--- config.mk ---
export PLATFORM = sky130hd
export DESIGN_NAME = ram_ctrl_flat
export DESIGN_NICKNAME = d
export VERILOG_FILES = /design/src/rtl/ram_ctrl_pkg.sv /design/src/rtl/ram_ctrl_if.sv /design/src/rtl/ram_ctrl_timer.sv /design/src/rtl/ram_ctrl.sv /design/src/flat_wrapper.sv
export SDC_FILE = /design/constraint.sdc
export NUM_CORES = 1
export LEC_CHECK = 0
export ABC_CLOCK_PERIOD_IN_PS = 1800
export CAP_MARGIN = 20
export CELL_PAD_IN_SITES_DETAIL_PLACEMENT = 2
export CELL_PAD_IN_SITES_GLOBAL_PLACEMENT = 2
export CORE_MARGIN = 2
export CORE_UTILIZATION = 35
export DETAILED_ROUTE_END_ITERATION = 16
export DONT_BUFFER_PORTS = 1
export PLACE_DENSITY = 0.71
export SYNTH_ARGS = -nofsm -noshare
export SYNTH_HDL_FRONTEND = slang
export SYNTH_HIERARCHICAL = 1
export SYNTH_SLANG_ARGS = --single-unit
--- constraint.sdc ---
create_clock -name clk_i -period 1.8 [get_ports clk_i]
set_clock_uncertainty 0.15 [all_clocks]
set_input_delay 0.36 -clock clk_i [delete_from_list [all_inputs] [get_ports clk_i]]
set_output_delay 0.36 -clock clk_i [all_outputs]
set_load 0.005 [all_outputs]
--- src/rtl/ram_ctrl_pkg.sv ---
// rtl/ram_ctrl_pkg.sv - shared types, default widths and counter sizing for ram_ctrl
package ram_ctrl_pkg;

  localparam int DATA_W_DEF = 8;
  localparam int ADDR_W_DEF = 10;

  typedef enum logic [2:0] {
    ST_IDLE,
    ST_SETUP,
    ST_STROBE,
    ST_HOLD,
    ST_RD_WAIT,
    ST_RESP
  } state_e;

  // One extra bit over the largest phase length keeps every CYC-1 load in range.
  function automatic int cnt_width(input int setup_cyc, input int wen_cyc,
                                   input int hold_cyc, input int read_cyc);
    int m;
    m = setup_cyc;
    if (wen_cyc > m)  m = wen_cyc;
    if (hold_cyc > m) m = hold_cyc;
    if (read_cyc > m) m = read_cyc;
    return $clog2(m) + 1;
  endfunction

endpackage

--- src/rtl/ram_ctrl_if.sv ---
// rtl/ram_ctrl_if.sv - request/response channel of ram_ctrl
// RAM_CTRL_AUTOINC_EN adds the req_inc_i request field.
interface ram_ctrl_if import ram_ctrl_pkg::*; #(
  parameter int DATA_W = DATA_W_DEF,
  parameter int ADDR_W = ADDR_W_DEF
) ();

  logic              req_valid_i;
  logic              req_ready_o;
  logic              req_we_i;
  logic [ADDR_W-1:0] req_addr_i;
  logic [DATA_W-1:0] req_wdata_i;
`ifdef RAM_CTRL_AUTOINC_EN
  logic              req_inc_i;
`endif
  logic              rsp_valid_o;
  logic              rsp_ready_i;
  logic [DATA_W-1:0] rsp_rdata_o;

  modport master (
    output req_valid_i, req_we_i, req_addr_i, req_wdata_i, rsp_ready_i,
`ifdef RAM_CTRL_AUTOINC_EN
    output req_inc_i,
`endif
    input  req_ready_o, rsp_valid_o, rsp_rdata_o
  );

  modport slave (
    input  req_valid_i, req_we_i, req_addr_i, req_wdata_i, rsp_ready_i,
`ifdef RAM_CTRL_AUTOINC_EN
    input  req_inc_i,
`endif
    output req_ready_o, rsp_valid_o, rsp_rdata_o
  );

endinterface

--- src/rtl/ram_ctrl_timer.sv ---
// rtl/ram_ctrl_timer.sv - loadable down-counter shared by all ram_ctrl wait states
module ram_ctrl_timer #(
  parameter int W = 2
) (
  input  logic         clk_i,
  input  logic         rst_i,
  input  logic         load_i,
  input  logic [W-1:0] value_i,
  output logic         zero_o
);

  logic [W-1:0] cnt_q, cnt_d;

  always_comb begin
    cnt_d = cnt_q;
    if (load_i)
      cnt_d = value_i;
    else if (cnt_q != '0)
      cnt_d = cnt_q - W'(1);
  end

  always_ff @(posedge clk_i or posedge rst_i) begin
    if (rst_i) cnt_q <= '0;
    else       cnt_q <= cnt_d;
  end

  assign zero_o = (cnt_q == '0);

endmodule

--- src/rtl/ram_ctrl.sv ---
// rtl/ram_ctrl.sv - request/response front-end sequencing a 1K x 8 asynchronous RAM
// RAM_CTRL_AUTOINC_EN adds an auto-incrementing address pointer.
module ram_ctrl import ram_ctrl_pkg::*; #(
  parameter int DATA_W    = DATA_W_DEF,
  parameter int ADDR_W    = ADDR_W_DEF,
  parameter int SETUP_CYC = 1,
  parameter int WEN_CYC   = 2,
  parameter int HOLD_CYC  = 1,
  parameter int READ_CYC  = 2
) (
  input  logic              clk_i,
  input  logic              rst_i,
  ram_ctrl_if.slave         bus,
  output logic [ADDR_W-1:0] ram_addr_o,
  output logic [DATA_W-1:0] ram_data_o,
  output logic              ram_wen_o,
  input  logic [DATA_W-1:0] ram_data_i,
  output logic              busy_o
);

  localparam int CNT_W = cnt_width(SETUP_CYC, WEN_CYC, HOLD_CYC, READ_CYC);

  state_e            state_q, state_d;
  logic              ram_wen_q, ram_wen_d;
  logic [ADDR_W-1:0] addr_q, addr_d;
  logic [DATA_W-1:0] data_q, data_d;
  logic              rsp_valid_q, rsp_valid_d;
  logic [DATA_W-1:0] rdata_q, rdata_d;
  logic              accept;
  logic              tmr_load;
  logic [CNT_W-1:0]  tmr_val;
  logic              tmr_zero;
  logic [ADDR_W-1:0] used_addr;

  assign accept = bus.req_valid_i && (state_q == ST_IDLE);

`ifdef RAM_CTRL_AUTOINC_EN
  logic [ADDR_W-1:0] ptr_q, ptr_d;

  assign used_addr = bus.req_inc_i ? ptr_q : bus.req_addr_i;
  assign ptr_d     = accept ? used_addr + ADDR_W'(1) : ptr_q;

  always_ff @(posedge clk_i or posedge rst_i) begin
    if (rst_i) ptr_q <= '0;
    else       ptr_q <= ptr_d;
  end
`else
  assign used_addr = bus.req_addr_i;
`endif

  ram_ctrl_timer #(.W(CNT_W)) u_timer (
    .clk_i   (clk_i),
    .rst_i   (rst_i),
    .load_i  (tmr_load),
    .value_i (tmr_val),
    .zero_o  (tmr_zero)
  );

  always_ff @(posedge clk_i or posedge rst_i) begin
    if (rst_i) begin
      state_q     <= ST_IDLE;
      ram_wen_q   <= 1'b0;
      addr_q      <= '0;
      data_q      <= '0;
      rsp_valid_q <= 1'b0;
      rdata_q     <= '0;
    end else begin
      state_q     <= state_d;
      ram_wen_q   <= ram_wen_d;
      addr_q      <= addr_d;
      data_q      <= data_d;
      rsp_valid_q <= rsp_valid_d;
      rdata_q     <= rdata_d;
    end
  end

  always_comb begin
    state_d  = state_q;
    tmr_load = 1'b0;
    tmr_val  = '0;
    case (state_q)
      ST_IDLE: begin
        if (accept) begin
          tmr_load = 1'b1;
          if (bus.req_we_i) begin
            state_d = ST_SETUP;
            tmr_val = CNT_W'(SETUP_CYC - 1);
          end else begin
            state_d = ST_RD_WAIT;
            tmr_val = CNT_W'(READ_CYC - 1);
          end
        end
      end
      ST_SETUP: begin
        if (tmr_zero) begin
          state_d  = ST_STROBE;
          tmr_load = 1'b1;
          tmr_val  = CNT_W'(WEN_CYC - 1);
        end
      end
      ST_STROBE: begin
        if (tmr_zero) begin
          state_d  = ST_HOLD;
          tmr_load = 1'b1;
          tmr_val  = CNT_W'(HOLD_CYC - 1);
        end
      end
      ST_HOLD:    if (tmr_zero) state_d = ST_IDLE;
      ST_RD_WAIT: if (tmr_zero) state_d = ST_RESP;
      ST_RESP:    if (bus.rsp_ready_i) state_d = ST_IDLE;
      default:    state_d = ST_IDLE;
    endcase
  end

  // WEn is decoded from the next state so the pin itself comes straight off a flop.
  always_comb begin
    ram_wen_d   = (state_d == ST_STROBE);
    addr_d      = accept ? used_addr : addr_q;
    data_d      = accept ? bus.req_wdata_i : data_q;
    rsp_valid_d = rsp_valid_q;
    rdata_d     = rdata_q;
    if ((state_q == ST_RD_WAIT) && tmr_zero) begin
      rsp_valid_d = 1'b1;
      rdata_d     = ram_data_i;
    end else if ((state_q == ST_RESP) && bus.rsp_ready_i) begin
      rsp_valid_d = 1'b0;
    end
  end

  assign bus.req_ready_o = (state_q == ST_IDLE);
  assign busy_o          = (state_q != ST_IDLE);
  assign bus.rsp_valid_o = rsp_valid_q;
  assign bus.rsp_rdata_o = rdata_q;
  assign ram_wen_o       = ram_wen_q;
  assign ram_addr_o      = addr_q;
  assign ram_data_o      = data_q;

endmodule

--- src/flat_wrapper.sv ---
// flat-port wrapper written by rule: the top's interface ports become plain ports
module ram_ctrl_flat import ram_ctrl_pkg::*;
#(
  parameter int DATA_W    = DATA_W_DEF,
  parameter int ADDR_W    = ADDR_W_DEF,
  parameter int SETUP_CYC = 1,
  parameter int WEN_CYC   = 2,
  parameter int HOLD_CYC  = 1,
  parameter int READ_CYC  = 2
)
  (clk_i, rst_i, ram_addr_o, ram_data_o, ram_wen_o, ram_data_i, busy_o, bus_req_valid_i, bus_req_we_i, bus_req_addr_i, bus_req_wdata_i, bus_rsp_ready_i, bus_req_ready_o, bus_rsp_valid_o, bus_rsp_rdata_o);
  ram_ctrl_if #(.DATA_W(DATA_W), .ADDR_W(ADDR_W)) bus_i ();
  input  logic clk_i;
  input  logic rst_i;
  output logic [ADDR_W-1:0] ram_addr_o;
  output logic [DATA_W-1:0] ram_data_o;
  output logic ram_wen_o;
  input  logic [DATA_W-1:0] ram_data_i;
  output logic busy_o;
  input wire logic [$bits(bus_i.req_valid_i)-1:0] bus_req_valid_i;
  input wire logic [$bits(bus_i.req_we_i)-1:0] bus_req_we_i;
  input wire logic [$bits(bus_i.req_addr_i)-1:0] bus_req_addr_i;
  input wire logic [$bits(bus_i.req_wdata_i)-1:0] bus_req_wdata_i;
  input wire logic [$bits(bus_i.rsp_ready_i)-1:0] bus_rsp_ready_i;
  output wire logic [$bits(bus_i.req_ready_o)-1:0] bus_req_ready_o;
  output wire logic [$bits(bus_i.rsp_valid_o)-1:0] bus_rsp_valid_o;
  output wire logic [$bits(bus_i.rsp_rdata_o)-1:0] bus_rsp_rdata_o;
  assign bus_i.req_valid_i = bus_req_valid_i;
  assign bus_i.req_we_i = bus_req_we_i;
  assign bus_i.req_addr_i = bus_req_addr_i;
  assign bus_i.req_wdata_i = bus_req_wdata_i;
  assign bus_i.rsp_ready_i = bus_rsp_ready_i;
  assign bus_req_ready_o = bus_i.req_ready_o;
  assign bus_rsp_valid_o = bus_i.rsp_valid_o;
  assign bus_rsp_rdata_o = bus_i.rsp_rdata_o;
  ram_ctrl #(.DATA_W(DATA_W), .ADDR_W(ADDR_W), .SETUP_CYC(SETUP_CYC), .WEN_CYC(WEN_CYC), .HOLD_CYC(HOLD_CYC), .READ_CYC(READ_CYC)) u_core (.clk_i(clk_i), .rst_i(rst_i), .bus(bus_i), .ram_addr_o(ram_addr_o), .ram_data_o(ram_data_o), .ram_wen_o(ram_wen_o), .ram_data_i(ram_data_i), .busy_o(busy_o));
endmodule
Word level (Yosys, flattened, before mapping)
Cells that the tools add are included.
- word-level logic and storage cells: 43
- output and inout bits: 30
- flip-flop bits (word level): 33
- input port bits: 31
- mux-type cells: 19
- reductions and logical operators: 10
- add/subtract/negate cells: 1
- equality and inequality tests: 6
- operators by type and width (operator ; count):
    $mux W3 ; 7
    $pmux W3 S6 ; 1
    $eq A3 B2 Y1 const B ; 3
    $eq A3 B3 Y1 const B ; 2
    $mux W1 ; 6
    $mux W2 ; 3
    $reduce_bool A2 Y1 ; 3
    $pmux W2 S2 ; 1
    $eq A3 B1 Y1 const B ; 1
    $logic_and A1 B1 Y1 ; 3
    $logic_not A3 Y1 ; 1
    $reduce_bool A3 Y1 ; 1
    $logic_not A2 Y1 ; 1
    $pmux W1 S2 ; 1
    $reduce_or A2 Y1 ; 1
    $sub A2 B1 Y2 const B ; 1

Depth between registers and ports, before layout
Gate-level depths: netlist of run 1.
- depth in word-level cells: 5
- depth in mapped cells: 7
- mapped depth without buffers: 7

Modules after synthesis
Netlist of run 1, hierarchy kept.
- by module, submodules not included (module ; cells an instance ; seq. area each (um^2) ; times used ; area each (um^2)):
    ram_ctrl ; 94 ; 775.7 ; 1 ; 1372.6
    ram_ctrl_timer ; 13 ; 50.0 ; 1 ; 127.6

Worst setup path after synthesis of run 1
Ideal clock, no wire load.
- path type: flip-flop to flip-flop
- start point: register u_core.state_q[1]
- end point: register u_core.addr_q[1] (netlist: u_core/ram_addr_o[1])
- data required time: 1.525 ns
- arrival time: 1.615 ns
- period minus slack after synthesis: 1.890 ns
- setup slack: -0.090 ns
- buffers on the path: 3
- library setup time: 0.125 ns
- cell stages (with the launch flop): 8
- cell sequence: dfrtp_1 -> buf_6 -> or3_4 -> inv_2 -> and2_4 -> buf_12 -> buf_12 -> mux2_4
- cells in the longest elaborated chain, start to end: 2
- ends and longest elaborated chain (item ; RTL line ; source):
    start: declaration ; ram_ctrl.sv:23 ; state_e state_q, state_d;
    start signal: assignment ; ram_ctrl.sv:68 ; state_q <= state_d;
    $logic_not A3 Y1 ; n/a ;
    named net bus_req_ready_o ; flat_wrapper.sv:25 ; output wire logic [$bits(bus_i.req_ready_o)-1:0] bus_req_ready_o;
    $logic_and A1 B1 Y1 ; ram_ctrl.sv:35 ; assign accept = bus.req_valid_i && (state_q == ST_IDLE);
    end signal: assignment ; ram_ctrl.sv:70 ; addr_q <= addr_d;
    end: declaration ; ram_ctrl.sv:25 ; logic [ADDR_W-1:0] addr_q, addr_d;
The timed path passes the listed nets, and every way through them passes these cells.
A chain may end at the register's enable or synchronous reset.

Worst setup path in the final report of run 1
- start point: register u_core.state_q[0]
- end point: register u_core.data_q[3] (netlist: u_core/ram_data_o[3])
- cells in the longest elaborated chain, start to end: 2
- ends and longest elaborated chain (item ; RTL line ; source):
    $logic_not A3 Y1 ; ram_ctrl.sv:35 ;
    $logic_and A1 B1 Y1 ; ram_ctrl.sv:35 ;
    end signal: assignment ; ram_ctrl.sv:71 ; data_q <= data_d;
    end: declaration ; ram_ctrl.sv:26 ; logic [DATA_W-1:0] data_q, data_d;
Every way passes these cells.

==> results of run 1 <==
-- worst max-delay path, stage by stage (launching register included) --
cell	delay [ns]
dfrtp_1	0.38
or3_4	0.39
inv_2	0.07
and2_4	0.18
buf_4	0.13
mux2_2	0.33
-- per-layer routing --
metal / vias to the layer above / track usage / share of wire
li1: 392 / - / -
met1: 446 / 0.1631 / 0.38
met2: 37 / 0.2511 / 0.53
met3: 4 / 0.05959 / 0.076
met4: 0 / 0.04575 / 0.012
met5: - / 0 / 0
-- power by group --
part	switching, uW	leakage, uW	internal, uW
combinational	519	0.000347	806
clock	277	0.0000439	266
sequential	284	0.000392	1120
total	1080	0.000783	2190
-- worst min-delay path by stage --
stage / cells after the start / to / from / slack [ns]
after floorplan: 1 / u_core/u_timer/cnt_q[0] / rst_i / -0.05
after global placement: 1 / u_core/u_timer/cnt_q[1] / rst_i / -0.05
after detailed placement: 1 / u_core/u_timer/cnt_q[1] / rst_i / -0.04
after CTS: 1 / u_core/ram_addr_o[6] / bus_req_addr_i[6] / 0.06
after global routing: 1 / u_core/ram_data_o[6] / bus_req_wdata_i[6] / 0.06
final: 1 / u_core/ram_addr_o[6] / bus_req_addr_i[6] / 0.07
-- layout by cell type (no fill, tap or decap), types with 2 or more instances in the layout --
cell	n
clkinv_2	2
mux2_2	16
nand2b_1	4
buf_4	12
inv_1	5
nor2b_1	4
buf_12	2
o21ai_0	2
nand2_1	4
a21oi_1	3
clkbuf_8	5
dfrtp_1	33
mux2_4	10
-- registers in the layout, indices dropped and copies added, names as in the netlist --
register                flops
u_core/bus.rsp_rdata_o      8
u_core/bus.rsp_valid_o      1
u_core/ram_addr_o          10
u_core/ram_data_o           8
u_core/ram_wen_o            1
u_core/state_q              3
u_core/u_timer/cnt_q        2
-- cell families after synthesis --
| logic type | Yosys count |
|---|---|
| flops | 33 |
| mux | 27 |
| simple gates | 19 |
| compound gates | 13 |
| buf+inv | 11 |
| xor+xnor | 2 |
| fa+ha+maj | 1 |
| other cells | 1 |
-- area by class of cell --
cell class                      instances  area, sq um  area share
Multi-Input combinational cell         63        611.8      0.3498
Tap cell                               50        62.56     0.03577
Inverter                                6        22.52     0.01288
Timing Repair Buffer                   15        140.1     0.08011
Clock buffer                            5        68.82     0.03934
Clock inverter                          3        17.52     0.01001
Sequential cell                        33        825.8      0.4721
-- per-stage QoR --
stage	utilization	hold WS, ns	total power (uW)
CTS	0.4277	0.05918	3312
finish	0.4311	0.07114	3269
detailed placement	0.3888	-0.03845	2642
floorplan	-	-0.04882	2333
global placement	0.3888	-0.04552	2528
global route	0.4311	0.05503	3526
-- synthesized netlist by cell type, drive strengths merged, types with 2 or more instances --
master / n / area share
inv: 6 / 0.015
a21oi: 4 / 0.013
nor2b: 5 / 0.026
dfrtp: 33 / 0.55
buf: 4 / 0.038
nand2: 4 / 0.010
o21ai: 2 / 0.0067
mux2: 26 / 0.22
nand2b: 4 / 0.017
-- what timing repair did --
action | 4_1_cts | 5_1_grt
gates resized for setup | 2 | 2
setup endpoints to repair | 19 | 11
endpoints found under the hold margin | 33 | 0
pin swaps | 1 | 1
setup buffers | 4 | 0
hold buffers | 1 | 0
==> impl_metrics.csv, run 1 <==
group,metric,value,unit
status,status,"completed",
global_route,grt_pass1_wl,5.313,mm
clocking,cts_made_buffers,5,
placed_design,io_buffers,0,
pwr,power.leakage,0.0007830,uW
synth,async_flop_share,1.000,
placed_design,gp_congestion,0.6993,
detailed_routing,drt_iter0_drc,11,
floorplan,die_w,69.47,um
synth,syn-num-nets,139,
clocking,clk_pin_slew,0.07,ns
synth,synth_xor_area_frac,0.01168,
clocking,cts_buffer_depth,2,
pwr,ir_worst_vdd,0.0006974,V
global_route,overflow,0,
floorplan,fp-row-count,23,
synth,synthDistinctLibCells,33,
synth,syn_area,0.001500,sq mm
timing,fmax,568.4,MHz
final_layout,instances_no_fill,175,
timing,finalCritPeriodShare,0.9774,
setup_path,critPathKind,"reg -> reg",
timing,final.setup.tns,0,ns
setup_path,cp-endpoint,"u_core/ram_data_o[3]",
placed_design,pre_cts_ws,-0.05435,ns
detailed_routing,drc,0,
synth,synth_compound_area_frac,0.06255,
final_layout,drive_gt1_frac,0.4560,
setup_path,startpoint,"u_core/state_q[0]",
global_route,antenna_found_initial,0,
global_route,grt_pass1_vias,996,
global_route,grt_use_total,0.1455,
detailed_routing,totalWireLength,3.293,mm
synth,seq_area_frac_synth,0.5505,
timing,setup_violations,0,
detailed_routing,via_per_inst,5.023,
detailed_routing,post_drt_wl_per_cell,18.82,um
setup_path,r2r_cells,5,
placed_design,place_area,0.001578,sq mm
synth,yosys_warnings,6,
timing,hold_viol,0,
setup_path,cp-start-kind,"flop",
timing,rsz0062_at_grt,"no",
final_layout,area_growth,16.60,%
timing,timing.final.ws_setup,0.04074,ns
pwr,power_density,1869,mW/mm^2
detailed_routing,dr.pass1.iters,4,
floorplan,start_util,0.3697,
clocking,cts_tree,"done",
final_layout,layout.nets,156,
synth,synth-main-ff-cell,"dfrtp_1",
setup_path,r2r-end,"u_core/ram_data_o[3]",
detailed_routing,ant_nets,0,
synth,synth-simple-area-share,0.08507,
timing,period_needed,1.759,ns
synth,syn-instance-count,107,
placed_design,hpwlAfterDp,2.428,mm
final_layout,num-fill-cells,412,
setup_path,crit_arrival,1.78,ns
floorplan,die-area,0.004826,sq mm
job,cap_violations,0,
clocking,clock_latency,0.28,ns
final_layout,final_area,0.001749,sq mm
final_layout,diodes,0,
setup_path,end_kind,"flop",
clocking,clock_sinks,33,
floorplan,ios,61,
setup_path,required,1.82,ns
synth,synth_seq_cells,33,
floorplan,fp.dieH,69.47,um
floorplan,core,0.004058,sq mm
placed_design,placedCellCount,162,
setup_path,rrSetupSlack,0.04,ns
synth,synth_edf_count,0,
clocking,cts-root-buf,"clkbuf_8",
synth,synthMuxAreaShare,0.2244,
synth,synth_fa_ha_area_frac,0.008340,
synth,syn_avg_cell_area,14.02,sq um
worst_hold_path,hold_path.class,"in -> reg",
clocking,ctsHtreeMaxLevel,2,
synth,synth_top_family_by_area,"multiplexers",
setup_path,critPathMaxFanout,4,
timing,slew_violations,0,
detailed_routing,num_vias,879,
global_route,grt_max_degree,18,
setup_path,r2r_start,"u_core/state_q[0]",
Power figures use the tool's default switching activity.
==> inputs of run 2 (changes only) <==
--- a/config.mk
+++ b/config.mk
@@ -5,12 +5,13 @@
 export SDC_FILE = /design/constraint.sdc
 export NUM_CORES = 1
 export LEC_CHECK = 0
+export ABC_AREA = 1
 export ABC_CLOCK_PERIOD_IN_PS = 1800
 export CAP_MARGIN = 20
 export CELL_PAD_IN_SITES_DETAIL_PLACEMENT = 2
 export CELL_PAD_IN_SITES_GLOBAL_PLACEMENT = 2
 export CORE_MARGIN = 2
-export CORE_UTILIZATION = 35
+export CORE_UTILIZATION = 30
 export DETAILED_ROUTE_END_ITERATION = 16
 export DONT_BUFFER_PORTS = 1
 export PLACE_DENSITY = 0.71
==> run 2 against run 1 <==
Non-clock buffer count fell by 10. First-iteration DRC count rose by 110%. Worst hold slack got worse by 0.035 ns. Routed wire length rose by 9.9%.
==> impl_metrics.csv, run 2 <==
group,metric,value,unit
detailed_routing,totalWireLength,3.620,mm
synth,synth-main-ff-cell,"dfrtp_1",
status,status,"completed",
synth,synth_area_leader_cell,"dfrtp_1",
detailed_routing,ant_nets,0,
timing,fmax,608.9,MHz
worst_hold_path,whs_path_depth,2,
setup_path,r2r-end,"u_core/bus.rsp_rdata_o[3]",
global_route,overflow,0,
worst_hold_path,min_delay_worst_endpoint,"u_core/ram_data_o[1]",
timing,period_needed,1.642,ns
synth,synth_most_common_cell,"nand2_1",
timing,finalCritPeriodShare,0.9125,
synth,synth_commonest_cells,"91 x nand2_1, 33 x dfrtp_1, 13 x inv_1",
synth,syn-num-nets,201,
clocking,clock_sinks,33,
global_route,grt_use_total,0.1522,
synth,syn_area,0.001410,sq mm
job,cap_violations,0,
floorplan,fp-row-count,24,
placed_design,gp_congestion,0.6928,
setup_path,rrSetupSlack,0.17,ns
global_route,grt_max_degree,32,
setup_path,critPathMaxFanout,6,
setup_path,crit_chain,"nor2_4 > nand2_1 > inv_1",
clocking,ctsHtreeMaxLevel,2,
synth,syn_avg_cell_area,8.344,sq um
synth,synthTopCellsByArea,"dfrtp_1 59%, nand2_1 24%, inv_1 3.5%, nand3_1 3.2%, buf_6 2.4%",
timing,slew_violations,0,
synth,yosys_warnings,6,
synth,synth_edf_count,0,
floorplan,die_w,72.56,um
final_layout,utilization,0.3542,
synth,synth_top_area_frac,0.5856,
synth,synth_seq_cells,33,
floorplan,start_util,0.3173,
setup_path,slowest_stage,"dfrtp_1",
placed_design,io_buffers,0,
detailed_routing,drt_iter0_drc,23,
synth,syn-instance-count,169,
detailed_routing,post_drt_wl_per_cell,15.67,um
final_layout,layout.nets,210,
clocking,clk_pin_slew,0.07,ns
synth,seq_area_frac_synth,0.5856,
detailed_routing,via_per_inst,4.775,
clocking,cts_made_buffers,5,
setup_path,critPathKind,"reg -> out",
final_layout,mostFrequentLayoutCell,"nand2_1",
clocking,cts_tree,"done",
final_layout,final_area,0.001574,sq mm
setup_path,r2r_cells,7,
synth,synthDistinctLibCells,15,
floorplan,die-area,0.005265,sq mm
final_layout,layout_common_cells,"91 x nand2_1, 33 x dfrtp_1, 13 x inv_1",
final_layout,largest_reg_flops,10,
detailed_routing,drc,0,
final_layout,area_growth,11.62,%
synth,async_flop_share,1.000,
worst_hold_path,hold_path.class,"in -> reg",
pwr,power_density,1823,mW/mm^2
setup_path,end_kind,"output port",
global_route,grt_pass1_vias,1241,
global_route,antenna_found_initial,0,
setup_path,r2r_start,"u_core/u_timer/cnt_q[0]",
placed_design,place_area,0.001471,sq mm
timing,rsz0062_at_grt,"no",
floorplan,fp.dieH,72.56,um
final_layout,drive_gt1_frac,0.1173,
timing,hold_viol,0,
final_layout,diodes,0,
pwr,ir_worst_vdd,0.0005967,V
setup_path,crit_arrival,1.13,ns
setup_path,cp-start-kind,"flop",
timing,final.setup.tns,0,ns
detailed_routing,dr.pass1.iters,4,
detailed_routing,num_vias,1103,
pwr,power.leakage,0.0008711,uW
clocking,cts_buffer_depth,2,
floorplan,ios,61,
setup_path,max_stage_delay,0.47,ns
setup_path,crit_family,"flip-flops",
worst_hold_path,hold_start,"bus_req_wdata_i[1]",
setup_path,required,1.29,ns
timing,setup_violations,0,
global_route,grt_pass1_wl,5.989,mm
clocking,clock_latency,0.28,ns
placed_design,hpwlAfterDp,2.840,mm
floorplan,core,0.004444,sq mm
clocking,cts-root-buf,"clkbuf_8",
setup_path,cp.buffers_inverters,1,
==> run 2: cell count changes in the layout (fill, tap and decap cells not counted), sizes merged, moves of 4 or more <==
cell | before | now
a21oi | 4 | 0
nor2 | 1 | 11
nand2 | 4 | 91
nor2b | 5 | 0
nand3 | 0 | 10
nand2b | 4 | 0
mux2 | 26 | 0
inv | 6 | 16
buf | 14 | 4
==> run 2: cell families (layout without fill, tap and decap cells) <==
group | after synthesis | in the layout | synth area share
flops | 33 | 33 | 0.5856
other cells | 1 | 1 | 0.002659
buf+inv | 19 | 29 | 0.06655
simple gates | 114 | 114 | 0.3327
fa+ha+maj | 1 | 1 | 0.008872
compound gates | 1 | 1 | 0.003546
==> run 2: routing by layer <==
| layer | wire length, um | vias to the layer above | share of wire | global-route usage |
|---|---|---|---|---|
| li1 | - | 524 | - | - |
| met1 | 1473 | 543 | 0.41 | 0.1809 |
| met2 | 1859 | 31 | 0.51 | 0.2485 |
| met3 | 240 | 5 | 0.066 | 0.05694 |
| met4 | 46 | 0 | 0.013 | 0.06173 |
| met5 | 0 | - | 0 | 0 |
==> run 2: worst max path at each step <==
stage / startpoint / end / slack [ns] / cells past startpoint
floorplan: u_core/state_q[0] / u_core/u_timer/cnt_q[0] / 0.27 / 8
global placement: u_core/u_timer/cnt_q[0] / u_core/u_timer/cnt_q[0] / 0.19 / 9
detailed placement: u_core/u_timer/cnt_q[0] / u_core/u_timer/cnt_q[0] / -0.003 / 9
CTS: u_core/u_timer/cnt_q[0] / u_core/u_timer/cnt_q[0] / 0.04 / 9
global route: u_core/u_timer/cnt_q[0] / u_core/u_timer/cnt_q[0] / 0.02 / 9
finish: u_core/state_q[0] / bus_req_ready_o / 0.16 / 3
==> run 2: stage by stage <==
step | worst slack [ns] | std cells | hold WS, ns | power, uW
floorplan | 0.2661 | 169 | -0.04882 | 2070
global placement | 0.1932 | 222 | -0.03668 | 2254
detailed placement | -0.002969 | 222 | -0.03849 | 2368
finish | 0.1576 | 231 | 0.03565 | 2870
global route | 0.02288 | 231 | 0.02834 | 3149
CTS | 0.04222 | 231 | 0.02483 | 2933
==> run 2: layout make-up <==
| class | instances | area (sq um) |
|---|---|---|
| Inverter | 16 | 60.06 |
| Clock buffer | 6 | 72.57 |
| Multi-Input combinational cell | 117 | 500.5 |
| Clock inverter | 2 | 10.01 |
| Sequential cell | 33 | 825.8 |
| Tap cell | 52 | 65.06 |
| Timing Repair Buffer | 5 | 40.04 |
| Fill cell | 528 | 2870 |
==> run 2: where the power goes <==
| group | internal [uW] | switching [uW] |
|---|---|---|
| logic | 326 | 598 |
| registers | 1100 | 303 |
| clock network | 268 | 273 |
| total | 1700 | 1170 |
==> run 2: timing repair <==
item	in CTS	in global routing
hold endpoints to repair	33	0
pin swaps	0	1
hold buffers	1	0
resized for setup	1	2
buffers inserted	0	0
gates cloned	0	0
setup endpoints to repair	1	2
==> run 2: worst register-to-register path: stages, from the launching register on <==
cell,delay [ns]
dfrtp_1,0.38
inv_1,0.08
ha_2,0.23
inv_1,0.12
nor2_4,0.27
inv_2,0.15
nand2_1,0.09
nand2_1,0.05
==> inputs of run 3 (changes only) <==
--- a/config.mk
+++ b/config.mk
@@ -14,7 +14,7 @@
 export CORE_UTILIZATION = 30
 export DETAILED_ROUTE_END_ITERATION = 16
 export DONT_BUFFER_PORTS = 1
-export PLACE_DENSITY = 0.71
+export PLACE_DENSITY_LB_ADDON = 0.15
 export SYNTH_ARGS = -nofsm -noshare
 export SYNTH_HDL_FRONTEND = slang
 export SYNTH_HIERARCHICAL = 1
==> run 3 against run 2 <==
Sequential share of layout area decreased by 1.3 points. Critical path depth up 6. Total power rose by 5.8%. Final cell count increased by 0.43%. Combinational power about the same. Die area stayed put. Core utilization up 0.87 points. Sequential power is essentially flat. First-iteration DRC count shrank 52%. Final area increased by 2.5%. Highest routed layer unchanged.
==> impl_metrics.csv, run 3 (synthesized netlist as in run 2, its figures left out) <==
group,metric,value,unit
final_layout,layout.nets,211,
final_layout,drive_gt1_frac,0.1167,
setup_path,cp-start-kind,"flop",
detailed_routing,post_drt_wl_per_cell,14.88,um
final_layout,area_growth,14.37,%
pwr,p_int,1886,uW
pwr,power_density,1882,mW/mm^2
setup_path,rrSetupSlack,0.17,ns
global_route,grt_use_total,0.1474,
placed_design,io_buffers,0,
clocking,cts_made_buffers,5,
pwr,switching_share,0.3785,
clocking,cts_tree,"done",
setup_path,crit_chain,"inv_1 > ha_2 > inv_1 > nor2_1 > inv_1 > nand3_2 > inv_2 > nand3_1 > nand3_1",
timing,period_needed,1.634,ns
pwr,p_seq_frac,0.460,
setup_path,required,1.80,ns
timing,slew_violations,0,
setup_path,crit_arrival,1.64,ns
pwr,combPwrFrac,0.305,
detailed_routing,drc,0,
timing,setup_violations,0,
setup_path,r2r_start,"u_core/u_timer/cnt_q[0]",
timing,fmax,612.1,MHz
setup_path,startpoint,"u_core/u_timer/cnt_q[0]",
setup_path,crit_path_frequent_cell,"inv_1",
setup_path,max_stage_delay,0.38,ns
setup_path,r2r-end,"u_core/u_timer/cnt_q[0]",
final_layout,num-fill-cells,522,
floorplan,start_util,0.3173,
pwr,power.leakage,0.0008904,uW
clocking,clock_sinks,33,
floorplan,fp-row-count,24,
floorplan,core,0.004444,sq mm
placed_design,gp_congestion,0.7305,
clocking,clock_latency,0.27,ns
setup_path,slowest_stage,"dfrtp_1",
final_layout,diodes,0,
floorplan,die_w,72.56,um
pwr,ir_worst_vdd,0.0006954,V
detailed_routing,totalWireLength,3.453,mm
status,status,"completed",
global_route,antenna_found_initial,0,
global_route,grt_pass1_wl,6.009,mm
setup_path,cp.buffers_inverters,4,
setup_path,critPathMaxFanout,5,
timing,rsz0062_at_grt,"no",
floorplan,ios,61,
setup_path,crit_family,"simple AND/OR/NAND/NOR gates",
pwr,switchingPower,1149,uW
job,cap_violations,0,
detailed_routing,dr.pass1.iters,3,
clocking,cts-root-buf,"clkbuf_8",
setup_path,critPathKind,"reg -> reg",
final_layout,mostFrequentLayoutCell,"nand2_1",
global_route,overflow,0,
global_route,grt_pass1_vias,1329,
setup_path,end_kind,"flop",
setup_path,cp.depth,9,
worst_hold_path,hold_path.class,"in -> reg",
setup_path,r2r_cells,9,
timing,final.setup.tns,0,ns
detailed_routing,ant_nets,0,
floorplan,die-area,0.005265,sq mm
detailed_routing,drt_iter0_drc,11,
detailed_routing,via_per_inst,4.759,
clocking,post_cts_buffers,0,
pwr,power,3035,uW
detailed_routing,num_vias,1104,
clocking,ctsHtreeMaxLevel,2,
floorplan,fp.dieH,72.56,um
timing,hold_viol,0,
pwr,p_clk_frac,0.234,
final_layout,layout_common_cells,"91 x nand2_1, 33 x dfrtp_1, 13 x inv_1",
clocking,cts_buffer_depth,2,
final_layout,largest_reg_flops,10,
placed_design,hpwlAfterDp,2.661,mm
setup_path,cp-endpoint,"u_core/u_timer/cnt_q[0]",
clocking,clk_pin_slew,0.07,ns
global_route,grt_max_degree,32,
timing,finalCritPeriodShare,0.9077,
run 3: what timing repair did:
action                                  CTS  global route
resized for setup                         0             2
endpoints found under the hold margin    33             0
endpoints found under the setup margin    0             2
hold buffers                              1             0
run 3: through the flow:
stage	utilization	area, sq um	std cells	hold slack, ns	setup slack (ns)
floorplan	-	1410	169	-0.04882	0.2661
global placement	0.3328	1479	223	-0.04286	0.1907
detailed placement	0.3328	1479	223	-0.03574	0.04002
CTS	0.3612	1605	232	0.03499	0.01570
global route	0.3629	1613	232	0.02641	0.04700
finish	0.3629	1613	232	0.04239	0.1662
run 3: how the worst min path moves through the flow:
stage	to	cells past startpoint	start	slack (ns)
3_3_place_gp	u_core/u_timer/cnt_q[1]	1	rst_i	-0.04
5_1_grt	u_core/ram_data_o[0]	2	bus_req_wdata_i[0]	0.03
6_report	u_core/ram_addr_o[3]	2	bus_req_addr_i[3]	0.04
3_5_place_dp	u_core/u_timer/cnt_q[1]	1	rst_i	-0.04
2_1_floorplan	u_core/u_timer/cnt_q[0]	1	rst_i	-0.05
4_1_cts	u_core/ram_addr_o[3]	2	bus_req_addr_i[3]	0.03
run 3: area by class of cell:
cell class	instances	area [sq um]	share of cell area
Inverter	16	60.06	0.03724
Clock inverter	1	30.03	0.01862
Multi-Input combinational cell	117	498.0	0.3088
Clock buffer	7	86.33	0.05353
Tap cell	52	65.06	0.04034
Sequential cell	33	825.8	0.5120
Timing Repair Buffer	6	47.55	0.02948
run 3: metal layers:
| metal | GRT usage | vias up | wire length, um |
|---|---|---|---|
| met5 | 0 | - | 0 |
| met3 | 0.07222 | 2 | 350 |
| met1 | 0.1636 | 539 | 1312 |
| met4 | 0.03704 | 0 | 17 |
| li1 | - | 522 | - |
| met2 | 0.2525 | 41 | 1773 |
run 3: worst reg2reg max path: cells and delay by family, from the launching register on:
| family | cells | cell delay (ns) |
|---|---|---|
| adders and majority gates | 1 | 0.24 |
| buffers and inverters | 4 | 0.33 |
| DFF | 1 | 0.38 |
| and+or+nand+nor | 4 | 0.41 |
run 3: power groups by stage:
stage | Combinational, uW | Sequential, uW | Clock (uW)
floorplan | 740 | 1330 | 0
global placement | 853 | 1410 | 0
detailed placement | 941 | 1420 | 0
CTS | 948 | 1410 | 738
global route | 1110 | 1460 | 774
finish | 927 | 1400 | 711
